[src/rtl/fetch_stage.sv]
// Instruction fetch stage: PC register, instruction-memory request FSM and IF/ID pipeline register.
// Handles hazard stalls, branch flushes and variable-latency memory with a one-entry hold buffer.
module fetch_stage (
  input  logic        clk_in,
  input  logic        rst_in,
  input  logic        PCWrite_in,
  input  logic        IFIDWrite_in,
  input  logic        FLUSH_in,
  input  logic [31:0] Target_in,
  output logic        IMemReq_out,
  output logic [31:0] IMemAddr_out,
  input  logic        IMemAck_in,
  input  logic [31:0] IMemData_in,
  output logic [31:0] PC_out,
  output logic [31:0] IFIDInstr_out,
  output logic [31:0] IFIDPCPlus4_out,
  output logic        IFIDValid_out
);

  typedef enum logic [1:0] {StIdle, StFetch, StHold, StDrain} state_e;

  state_e      state_q;
  logic        req_q;
  logic [31:0] pc_q;
  logic [31:0] req_addr_q;
  logic [31:0] hold_instr_q;
  logic [31:0] hold_pc4_q;
  logic [31:0] ifid_instr_q;
  logic [31:0] ifid_pc4_q;
  logic        ifid_valid_q;

  logic        advance;
  logic [31:0] req_pc4;
  logic [31:0] flush_pc;

  assign advance  = PCWrite_in & IFIDWrite_in;
  assign req_pc4  = req_addr_q + 32'd4;
  // PC value after a flush: redirected only if the hazard unit lets the PC move.
  assign flush_pc = PCWrite_in ? Target_in : pc_q;

  always_ff @(posedge clk_in) begin
    if (rst_in) begin
      state_q      <= StIdle;
      req_q        <= 1'b0;
      pc_q         <= '0;
      req_addr_q   <= '0;
      hold_instr_q <= '0;
      hold_pc4_q   <= '0;
      ifid_instr_q <= '0;
      ifid_pc4_q   <= '0;
      ifid_valid_q <= 1'b0;
    end else begin
      case (state_q)
        StIdle: begin
          state_q    <= StFetch;
          req_q      <= 1'b1;
          req_addr_q <= pc_q;
        end

        StFetch: begin
          if (FLUSH_in) begin
            ifid_instr_q <= '0;
            ifid_valid_q <= 1'b0;
            pc_q         <= flush_pc;
            if (IMemAck_in) begin
              req_addr_q <= flush_pc;
            end else begin
              // Outstanding request must complete at its original address.
              state_q <= StDrain;
            end
          end else if (IMemAck_in) begin
            if (advance) begin
              ifid_instr_q <= IMemData_in;
              ifid_pc4_q   <= req_pc4;
              ifid_valid_q <= 1'b1;
              pc_q         <= req_pc4;
              req_addr_q   <= req_pc4;
            end else begin
              hold_instr_q <= IMemData_in;
              hold_pc4_q   <= req_pc4;
              state_q      <= StHold;
              req_q        <= 1'b0;
            end
          end else if (IFIDWrite_in) begin
            ifid_instr_q <= '0;
            ifid_valid_q <= 1'b0;
          end
        end

        StHold: begin
          if (FLUSH_in) begin
            ifid_instr_q <= '0;
            ifid_valid_q <= 1'b0;
            pc_q         <= flush_pc;
            req_addr_q   <= flush_pc;
            state_q      <= StFetch;
            req_q        <= 1'b1;
          end else if (advance) begin
            ifid_instr_q <= hold_instr_q;
            ifid_pc4_q   <= hold_pc4_q;
            ifid_valid_q <= 1'b1;
            pc_q         <= hold_pc4_q;
            req_addr_q   <= hold_pc4_q;
            state_q      <= StFetch;
            req_q        <= 1'b1;
          end
        end

        StDrain: begin
          if (FLUSH_in) begin
            ifid_instr_q <= '0;
            ifid_valid_q <= 1'b0;
            pc_q         <= flush_pc;
          end else if (IFIDWrite_in) begin
            ifid_instr_q <= '0;
            ifid_valid_q <= 1'b0;
          end
          if (IMemAck_in) begin
            req_addr_q <= FLUSH_in ? flush_pc : pc_q;
            state_q    <= StFetch;
          end
        end

        default: begin
          state_q <= StIdle;
          req_q   <= 1'b0;
        end
      endcase
    end
  end

  assign IMemReq_out     = req_q;
  assign IMemAddr_out    = req_addr_q;
  assign PC_out          = pc_q;
  assign IFIDInstr_out   = ifid_instr_q;
  assign IFIDPCPlus4_out = ifid_pc4_q;
  assign IFIDValid_out   = ifid_valid_q;

endmodule
[config.mk]
export PLATFORM = sky130hd
export DESIGN_NAME = fetch_stage
export DESIGN_NICKNAME = d
export VERILOG_FILES = /design/src/rtl/fetch_stage.sv
export SDC_FILE = /design/constraint.sdc
export NUM_CORES = 1
export LEC_CHECK = 0
export CAP_MARGIN = 20
export CORE_UTILIZATION = 55
export CTS_CLUSTER_DIAMETER = 50
export DETAILED_ROUTE_END_ITERATION = 6
export PLACE_DENSITY = 0.82
export REMOVE_ABC_BUFFERS = 1
export SLEW_MARGIN = 15
export SYNTH_ARGS = -nofsm -noshare
export SYNTH_HDL_FRONTEND = slang
export SYNTH_SLANG_ARGS = --single-unit
export TNS_END_PERCENT = 100
[constraint.sdc]
create_clock -name clk_in -period 6.39 [get_ports clk_in]
set_input_delay 0.639 -clock clk_in [delete_from_list [all_inputs] [get_ports clk_in]]
set_output_delay 0.639 -clock clk_in [all_outputs]
set_load 0.1 [all_outputs]
Yosys cells after proc, flatten, opt, wreduce, memory -nomap -nowiden
Index checks and enable logic that the tools add are counted.
{ "op_classes": {"n_bitwise": 3, "mux": 44, "addsub": 1, "n_eq_ne": 16, "reduce_logical": 11} }
{ "op_table": {"columns": ["cell", "count"], "rows": [
  ["32-bit two-way mux", 19],
  ["32-bit case mux with 3 select lines", 2],
  ["32-bit case mux with 4 select lines", 1],
  ["32-bit case mux with 2 select lines", 1],
  ["32-bit by 3-bit adder with 32-bit output, second input constant", 1],
  ["3-bit inequality test, second input constant", 5],
  ["2-bit two-way mux", 7],
  ["2-bit inequality test, second input constant", 7],
  ["4-bit AND reduction", 3],
  ["1-bit two-way mux", 11],
  ["5-bit AND reduction", 2],
  ["2-bit case mux with 4 select lines", 1],
  ["1-bit case mux with 3 select lines", 2],
  ["6-bit AND reduction", 1],
  ["3-bit nonzero test", 2],
  ["2-bit equality test, second input constant", 2],
  ["4-bit inequality test, second input constant", 1],
  ["3-bit AND reduction", 1],
  ["2-bit by 1-bit equality test with 1-bit output, second input constant", 1],
  ["2-bit zero test", 1],
  ["1-bit NOT", 2],
  ["2-bit nonzero test", 1],
  ["1-bit AND", 1]
]} }
{ "totals": {"output_inout_bits": 130, "in_bits": 70, "wordCells": 84, "regBits": 196} }

Longest topological paths before layout
Gate-level depths: netlist (run 1).
{ "logic_depth": {"word_depth": 5, "ltp_mapped": 10, "depth_no_buf": 7} }

Worst setup path before layout (run 1)
No wires, ideal clock.
{ "synth_timing": {"path_type": "register -> register", "start": "register req_addr_q[2] (netlist: IMemAddr_out[2])", "end": "register req_addr_q[29] (netlist: IMemAddr_out[29])", "arrival_ns": 3.101, "path_buffers": 0, "setup_time_ns": 0.131, "stages_incl_launch_ff": 7, "slack_ns": 3.158, "required_ns": 6.259, "period_less_slack_ns": 3.232, "cell_sequence": "dfxtp_1 nand3_1 or4_4 or4_4 xnor2_2 a2111oi_1 nor3_2"} }
{ "synth_between": {"elab_chain_cells": 5} }
{ "synth_lines": {"columns": ["item", "line_no", "source"], "rows": [
  ["from (decl)", "25", "logic [31:0] req_addr_q;"],
  ["from (signal assigned)", "57", "req_addr_q <= pc_q;"],
  ["from (signal assigned)", "66", "req_addr_q <= flush_pc;"],
  ["from (signal assigned)", "77", "req_addr_q <= req_pc4;"],
  ["32-bit by 3-bit adder with 32-bit output", "37", "assign req_pc4 = req_addr_q + 32'd4;"],
  ["32-bit two-way mux", "72", "if (advance) begin"],
  ["32-bit two-way mux", "71", "end else if (IMemAck_in) begin"],
  ["32-bit two-way mux", "61", "if (FLUSH_in) begin"],
  ["32-bit case mux with 4 select lines", "53", "case (state_q)"]
]} }
No other way between the ends. The select of a mux whose other input is x is not followed.
A chain may end at the register's enable or synchronous reset.

Worst setup path after layout (run 1)
{ "layout_timing": {"start": "input port FLUSH_in", "end": "register req_addr_q[21] (netlist: IMemAddr_out[21])"} }
{ "layout_between": {"elab_chain_cells": 3, "word_cells_on_any_way": 8, "cone_classes": "2 x eq/ne; 5 x mux; 1 x reduce/logical"} }
{ "layout_lines": {"columns": ["item", "line_no", "source"], "rows": [
  ["from (decl)", "8", "input logic FLUSH_in,"],
  ["32-bit two-way mux", null, null],
  ["32-bit two-way mux", "118", "if (IMemAck_in) begin"],
  ["32-bit case mux with 4 select lines", "53", null],
  ["to (signal assigned)", "57", null],
  ["to (signal assigned)", "66", null],
  ["to (signal assigned)", "119", "req_addr_q <= FLUSH_in ? flush_pc : pc_q;"]
]} }
Several ways; a longest one is shown, not always the timed one. The select of a mux whose other input is x is not followed.

==> results of run 1 <==
[worst paths after layout]
path                                       endpoint  cells past startpoint
worst max register to register     IMemAddr_out[15]                      7
worst min-delay path            IFIDPCPlus4_out[27]                      2
worst min register to register  IFIDPCPlus4_out[27]                      2
worst max-delay path               IMemAddr_out[21]                      8
[synthesized netlist by cell type, drive strengths merged (10+ instances only)]
| library cell | number | area share |
|---|---|---|
| a211o | 10 | 0.0091 |
| o211ai | 18 | 0.014 |
| a31oi | 10 | 0.0065 |
| clkbuf | 99 | 0.039 |
| mux2i | 54 | 0.056 |
| dfxtp | 196 | 0.41 |
| nor3 | 30 | 0.017 |
| o21ai | 36 | 0.019 |
| a211oi | 45 | 0.035 |
| a22oi | 33 | 0.026 |
| nand3 | 29 | 0.015 |
| nand4 | 10 | 0.0081 |
| o22ai | 13 | 0.0085 |
| a21oi | 115 | 0.060 |
| xnor2 | 18 | 0.017 |
| a22o | 33 | 0.030 |
| nand2 | 155 | 0.061 |
| mux2 | 11 | 0.013 |
| nor2 | 185 | 0.072 |
| buf | 13 | 0.0068 |
[power by group through the flow]
| stage | Combinational [mW] | Clock, mW | Sequential [mW] |
|---|---|---|---|
| 2_1_floorplan | 0.261 | 0 | 1.71 |
| 3_3_place_gp | 0.841 | 0 | 1.39 |
| 3_5_place_dp | 0.855 | 0 | 1.39 |
| 4_1_cts | 0.860 | 1.08 | 1.37 |
| 5_1_grt | 0.910 | 1.13 | 1.38 |
| 6_report | 0.867 | 1.08 | 1.37 |
[cells by family (layout without fill, tap and decap cells)]
kind of cell    count (synthesis)  in the layout
buf+inv                       117            253
fa+ha+maj                       1              1
compound gates                356            356
mux                            65             65
flops                         196            196
simple gates                  447            447
xor+xnor                       26             26
[worst register-to-register path, cell delays in order, from the launching register on]
cell and delay (ps):
sky130_fd_sc_hd__dfxtp_2 350, sky130_fd_sc_hd__buf_4 660, sky130_fd_sc_hd__nand2b_2 980, sky130_fd_sc_hd__nor2_1 180, sky130_fd_sc_hd__a21o_1 410, sky130_fd_sc_hd__buf_4 340, sky130_fd_sc_hd__a2111oi_0 370, sky130_fd_sc_hd__nor3_1 90
[layout make-up]
type	instances	area (um2)	share of cell area
inverters	5	18.8	0.00153
flip-flops and latches	196	3930	0.321
repair buffers	217	2170	0.177
clock buffers	21	460	0.0376
well taps	220	275	0.0225
multi-input cells	895	5270	0.430
clock inverters	10	125	0.0102
[layout by cell type (no fill, tap or decap), types with 5 or more instances in the layout]
cell type	instances
sky130_fd_sc_hd__a211o_1	10
sky130_fd_sc_hd__a211oi_1	45
sky130_fd_sc_hd__a21oi_1	114
sky130_fd_sc_hd__a22o_1	33
sky130_fd_sc_hd__a22oi_1	33
sky130_fd_sc_hd__a31oi_1	10
sky130_fd_sc_hd__and3_1	5
sky130_fd_sc_hd__and4_1	5
sky130_fd_sc_hd__buf_4	16
sky130_fd_sc_hd__clkbuf_16	17
sky130_fd_sc_hd__clkdlybuf4s50_1	197
sky130_fd_sc_hd__dfxtp_1	195
sky130_fd_sc_hd__mux2_2	11
sky130_fd_sc_hd__mux2i_1	54
sky130_fd_sc_hd__nand2_1	155
sky130_fd_sc_hd__nand2b_1	5
sky130_fd_sc_hd__nand3_1	28
sky130_fd_sc_hd__nand4_1	9
sky130_fd_sc_hd__nor2_1	184
sky130_fd_sc_hd__nor3_1	26
sky130_fd_sc_hd__nor4_1	7
sky130_fd_sc_hd__o211ai_1	18
sky130_fd_sc_hd__o21ai_0	36
sky130_fd_sc_hd__o22ai_1	13
sky130_fd_sc_hd__o41ai_1	5
sky130_fd_sc_hd__xnor2_1	17
sky130_fd_sc_hd__xor2_1	8
[per-layer routing]
metal | up-vias | global-route usage | wire length (um) | part of all wire
li1 | 4600 | - | - | -
met4 | 0 | 0.127 | 751 | 0.025
met1 | 4534 | 0.434 | 12600 | 0.42
met3 | 67 | 0.0510 | 2720 | 0.092
met2 | 530 | 0.517 | 13700 | 0.46
met5 | - | 0 | 0 | 0
[registers in the layout (all words and copies together), names as in the netlist]
register         cells
state_q              2
IMemReq_out          1
IFIDValid_out        1
PC_out              32
IFIDPCPlus4_out     32
hold_pc4_q          32
hold_instr_q        32
IFIDInstr_out       32
IMemAddr_out        32
[through the flow]
| stage | total power, mW | utilization |
|---|---|---|
| 2_1_floorplan | 1.97 | - |
| 3_3_place_gp | 2.23 | 0.689 |
| 3_5_place_dp | 2.25 | 0.692 |
| 4_1_cts | 3.30 | 0.727 |
| 5_1_grt | 3.42 | 0.728 |
| 6_report | 3.32 | 0.728 |
==> metrics list, run 1 <==
- Vias in the first global route: 8,736
* Total congestion overflow: 0
- Diodes inserted: 0
* Worst R2R Start: state_q[0]
* Maximum buffer depth of the clock tree: 2
- Fraction of final layout cells sized beyond drive strength 1: 0.0618
- Of the total synthesized cell area, the portion taken by AND, OR, NAND and NOR gates is 0.201.
- Final setup fails: 0
- Post-place instance area: 11,600 um2
* Number of nets at the end of the flow: 1,403
* Slew of the pin with the lowest slew margin: 1070 ps
- For this configuration, the core starts out at a cell density of 0.571.
- Overall via count from detail_route: 9,731
- Timing analysis after detailed placement gives a worst setup slack of 2340 ps.
- First-pass iteration count of the detailed router: 5
- The share of the synthesized area in compound gates (AO/OA/AOI/OAI) was 0.248.
* Worst clock skew on the final layout: 12.6 ps
- The average instance in the mapped netlist occupies 7.95 um2.
* Height of the die: 134 um
- Area growth from synthesis to layout: 27.4%
- Dominant combinational cell family by area after synthesis: compound AO/OA/AOI/OAI gates
* Net Sw Power: 1.18 mW
* Relative contribution of sequential cells to total power: 0.413
* Share of power burned in combinational logic: 0.262
* Number of clock sinks: 196
- The run finished with clean final reports.
- Final weighted congestion of routability-driven global placement: 0.896
* TritonCTS clock tree: yes
- Max IR drop VDD: 0.000236 V
- Static leakage: 4.33 nW
- Of the total synthesized cell area, the portion taken by full adders, half adders and majority gates is 0.00130.
- Dividing the final minimum period by the clock period gives 0.579.
* Antenna-violating nets left: 0
- Row count: 47
- Once the clock tree was built, the setup fixing pass inserted 0 buffers.
- CTS built an H-tree with a depth of 4.
- The die covers 18,000 um2.
* Arrival time at the worst endpoint: 4010 ps
* DR WL/cell: 19.0 um
- Clock-pin slew on the worst setup and hold paths: 70 ps
- Num CTS Buffers: 17
- Type of destination of the critical path: flip-flop
* Die width: 134 um
- Entering global routing, the biggest net connects 75 pins.
- The internal portion of the total power is 2.14 mW.
* Fin area: 12,200 um2
* Critical Path Source Type: input pin
* Floorplan core area: 16,800 um2
- The most critical setup path has its startpoint at FLUSH_in.
* Max-cap violations: 0
* Clock insertion delay at the later pin of the skew report: 440 ps
* Xor/xnor cell area share of the yosys netlist: 0.0245
* Setup repair after global routing missed its margin: false
- The count of cells in the finished layout, fillers not included, comes to 1,564.
- Global Route Usage Sum: 0.322
- Worst slew margin relative to its limit: 0.284
* Longest individual stage delay on the worst path: 840 ps
- Port buffer count: 199
- Once the clock tree was built, the resizer swapped 0 gates to a different size.
- Buffers inserted to repair hold after CTS numbered 0.
- For flop-to-flop paths, the worst setup slack is 2870 ps.
- Mux contribution to synthesized area: 0.0692
- Derived from the worst setup path, the maximum achievable clock frequency is 270 MHz.
- Among all flip-flop cells after synthesis, the most frequent one is sky130_fd_sc_hd__dfxtp_1.
- Adding up every negative setup slack in the final design gives 0 ps.
- After detailed routing, the total wire length is 29,700 um.
- The cell area that synthesis handed to floorplanning was 9600 um2.
* Worst min-delay path class: reg2reg
* Critical hold path startpoint: IFIDPCPlus4_out[27]
- The worst path in the final design needs a cycle of 3700 ps, including I/O delays and setup.
- Crit path buf inv count: 3
- Number of synthesized flops with an enable pin: 0
- For this design, the slowest cell found on the critical path is sky130_fd_sc_hd__clkinv_1.
* Net switching share of the total power: 0.356
- The synthesized design contains 196 register bits.
* Ys async rst share: 0
- CTS root buf: sky130_fd_sc_hd__clkbuf_16
- During synthesis, Yosys emitted a total of 0 warnings.
* Smallest hold slack: 452 ps
* Critical path's top delay family: buffers and inverters
- The number of hold violations in the final report is 0.
- Detailed-route vias per instance: 6.22
- After detailed routing, the number of remaining DRC violations is 0.
- Clock share of power: 0.325
- Cell count after synthesis: 1,208
- Power spread over the standard cell area amounts to 271 nW/um2.
* Number of placed instances with taps included: 1,532
- After the first detailed-routing iteration, the DRC count stood at 968.
- The initial antenna violation count came to 0.
- Counting the fill cells in the layout gives 1,345.
* Count of pins over their slew limit: 0
* Cell-by-cell trace of the critical path: clkdlybuf4s50_1 -> buf_4 -> clkinv_1 -> nand2_1 -> o22ai_1 -> or3_1 -> o21ai_0 -> a21oi_1
- Worst path required time: 6700 ps
- For this run, the register share of the synthesized area comes to 0.409.
* Worst-path maximum fanout: 40
- Setup slack closes at 2690 ps.
- After legalization and detailed placement, the total HPWL measured 18,700 um.
- First-pass GRT wire length: 46,200 um
- The number of different library cells used by synthesis comes to 57.
- Startpoint-to-endpoint class of the critical path: in2reg
* Ports: 200
No activity file was read; power rests on OpenSTA's default activity.
==> run 2, diff against run 1 <==
Settings changed: CORE_UTILIZATION 55 to 52, PLACE_DENSITY 0.82 to 0.78.
Clock period 6.39 ns to 3.7 ns, I/O delays scaled along.
==> run 2 against run 1 <==
Net effect:
- sequential share of layout area fell by 0.19 points
- clock power rose by 71%
- combinational power rose by 72%
- flip-flop and latch count unchanged
- worst setup slack got worse by 1700 ps
- utilization shrank 4.5 points
- hold slack improved by 0.76 ps
- count of clock-buffer cells in the layout decreased by 3
- die area grew 5.7%
- critical path depth decreased by 2
- wire length is 1.6% lower
- power grew 72%
- critical path type is now reg2reg
- critical endpoint unchanged
==> metrics list, run 2 (synthesis gave the netlist of run 1 again) <==
- Of the total power, registers draw 0.416.
- The number of antenna diodes in the final layout is 0.
* Num CTS Buffers: 17
- The number of hold violations in the final report was 0.
- The longest clock path from root to sink contains 2 buffers.
- In this run the tightest slew margin relative to its limit is 0.286.
- The first routing iteration left 722 violations.
* First-pass iteration count of the detailed router: 6
- Setup violations remaining at the end of the flow were counted as 0.
- Die footprint: 19,000 um2
- The area growth from synthesis to layout is 28.2%.
- Die width: 138 um
- Clock share of power: 0.324
* Clock insertion delay at the later pin of the skew report: 440 ps
- After detailed routing, the number of remaining DRC violations is 0.
- In this run the number of H-tree levels came out at 4.
- Entering global routing, the biggest net connects 173 pins.
* Power density over the cells: 464 nW/um2
- Data arrives at the worst endpoint at 3020 ps.
- Startpoint-to-endpoint class of the critical path: reg2reg
- Type of destination of the critical path: flip-flop
- Detailed-route vias per instance: 5.99
* Initial Utilization: 0.533
- CTS placed an instance of sky130_fd_sc_hd__clkbuf_16 at the clock tree root.
* Number of clock sinks: 196
- Final-layout fill cell count: 1,523
- Register-to-register path setup slack: 970 ps
- Count of pins over their slew limit: 0
- Max IR drop VDD: 0.000371 V
- Post-cts gate resize count: 0
* Vias in the first global route: 8,467
- Of the total power, the share spent switching nets is 0.368.
- The first global-routing pass estimated 45,200 um of wire.
- Most frequent standard cell in the layout excluding fill and tap cells: sky130_fd_sc_hd__clkdlybuf4s50_1
- Initial antenna violation count: 0
* Cell-internal power: 3.61 mW
- At the end of routability-driven placement, the weighted congestion stood at 0.896.
- Summed over all layers, the routed wires come to 29,300 um.
- Pin placement for this block handled 200 I/O pins.
- Status: finished clean
- Antenna-violating nets left: 0
* Total congestion overflow: 0
- Worst min-delay path class: reg2reg
* Number of nets at the end of the flow: 1,416
- Fin area: 12,300 um2
* DR WL/cell: 18.4 um
- The HPWL after detailed placement is 19,100 um.
* Post-CTS setup buffer count: 0
* Cts-stage hold buffer count: 0
- Worst clock skew on the final layout: 12.1 ps
- In this run the tool buffered the top-level ports with 199 buffer cells.
- Setup repair after global routing left no endpoint under its margin.
- Static leakage: 4.38 nW
- Share of the cycle needed by the critical path after routing: 0.738
- The analysis attributes to net switching a power of 2.10 mW.
* Final-layout setup total negative slack: 0 ps
* Row count: 49
- The share of total power dissipated in combinational logic is 0.261.
- Fraction of final layout cells sized beyond drive strength 1: 0.0714
- Global Route Usage Sum: 0.305
- Max frequency: 366 MHz
- After floorplanning, the core was sized to cover 18,000 um2.
* Height of the die: 138 um
- Smallest hold slack: 453 ps
- Worst-path maximum fanout: 23
- The completed layout was analyzed and its total power is 5.71 mW.
* TritonCTS clock tree: yes
* Slew of the pin with the lowest slew margin: 1070 ps
* Overall via count from detail_route: 9,512
* Max-cap violations: 0
- Commonest cells after routing, fill and taps aside: 197 x sky130_fd_sc_hd__clkdlybuf4s50_1, 195 x sky130_fd_sc_hd__dfxtp_1, 184 x sky130_fd_sc_hd__nor2_1, 155 x sky130_fd_sc_hd__nand2_1, 114 x sky130_fd_sc_hd__a21oi_1
* Clock-pin slew on the worst setup and hold paths: 70 ps
- Post-place instance area: 11,700 um2
- For the worst setup path, the data required time is 3990 ps.
- The clock period could shrink to 2730 ps.
- STA classifies the critical path startpoint as a flip-flop.
[run 2: cell count changes in the layout (fill, tap and decap cells not counted), moves of 2 or more]
cell	previous run	this run
sky130_fd_sc_hd__clkbuf_8	2	0
sky130_fd_sc_hd__inv_8	0	4
sky130_fd_sc_hd__buf_16	2	0
sky130_fd_sc_hd__buf_12	0	2
sky130_fd_sc_hd__buf_4	16	30
[run 2: layout make-up]
type	count	area [um2]	share of cell area
clock buffer	18	429	0.0349
sequential	196	3930	0.319
tap	229	287	0.0233
multi-input combinational	895	5270	0.428
inverter	5	18.8	0.00152
clock inverter	14	145	0.0118
timing repair buffer	230	2240	0.182
[run 2: final timing paths]
kind	startpoint	to	depth (start not counted)
worst max-delay path	state_q[1]	IMemAddr_out[21]	6
worst min-delay path	IFIDPCPlus4_out[24]	IFIDPCPlus4_out[24]	2
worst max register to register	state_q[1]	IMemAddr_out[21]	6
worst min register to register	IFIDPCPlus4_out[24]	IFIDPCPlus4_out[24]	2
[run 2: metal layers]
layer,up-vias,part of all wire,track usage
met5,-,0,0
met1,4441,0.44,0.420
met2,410,0.45,0.483
met4,0,0.016,0.0857
met3,38,0.087,0.0585
li1,4623,-,-
[run 2: critical path: stages (launching register included)]
cell and delay [ps]:
sky130_fd_sc_hd__dfxtp_1 920, sky130_fd_sc_hd__inv_1 540, sky130_fd_sc_hd__nand2_1 430, sky130_fd_sc_hd__nor4_1 100
sky130_fd_sc_hd__or3_1 350, sky130_fd_sc_hd__o21ai_0 170, sky130_fd_sc_hd__a21oi_1 80
[run 2: stage by stage]
step,instances,utilization,worst slack (ps)
2_1_floorplan,1096,-,-1030
3_3_place_gp,1555,0.651,971
3_5_place_dp,1555,0.651,914
4_1_cts,1587,0.683,1020
5_1_grt,1587,0.683,807
6_report,1587,0.683,969
[run 2: power by group through the flow]
| stage | logic (mW) | registers (mW) | clock network, mW |
|---|---|---|---|
| 4_1_cts | 1.48 | 2.37 | 1.86 |
| 6_report | 1.49 | 2.37 | 1.85 |
| 3_3_place_gp | 1.46 | 2.42 | 0 |
| 2_1_floorplan | 0.451 | 2.95 | 0 |
| 5_1_grt | 1.57 | 2.39 | 1.95 |
| 3_5_place_dp | 1.47 | 2.42 | 0 |
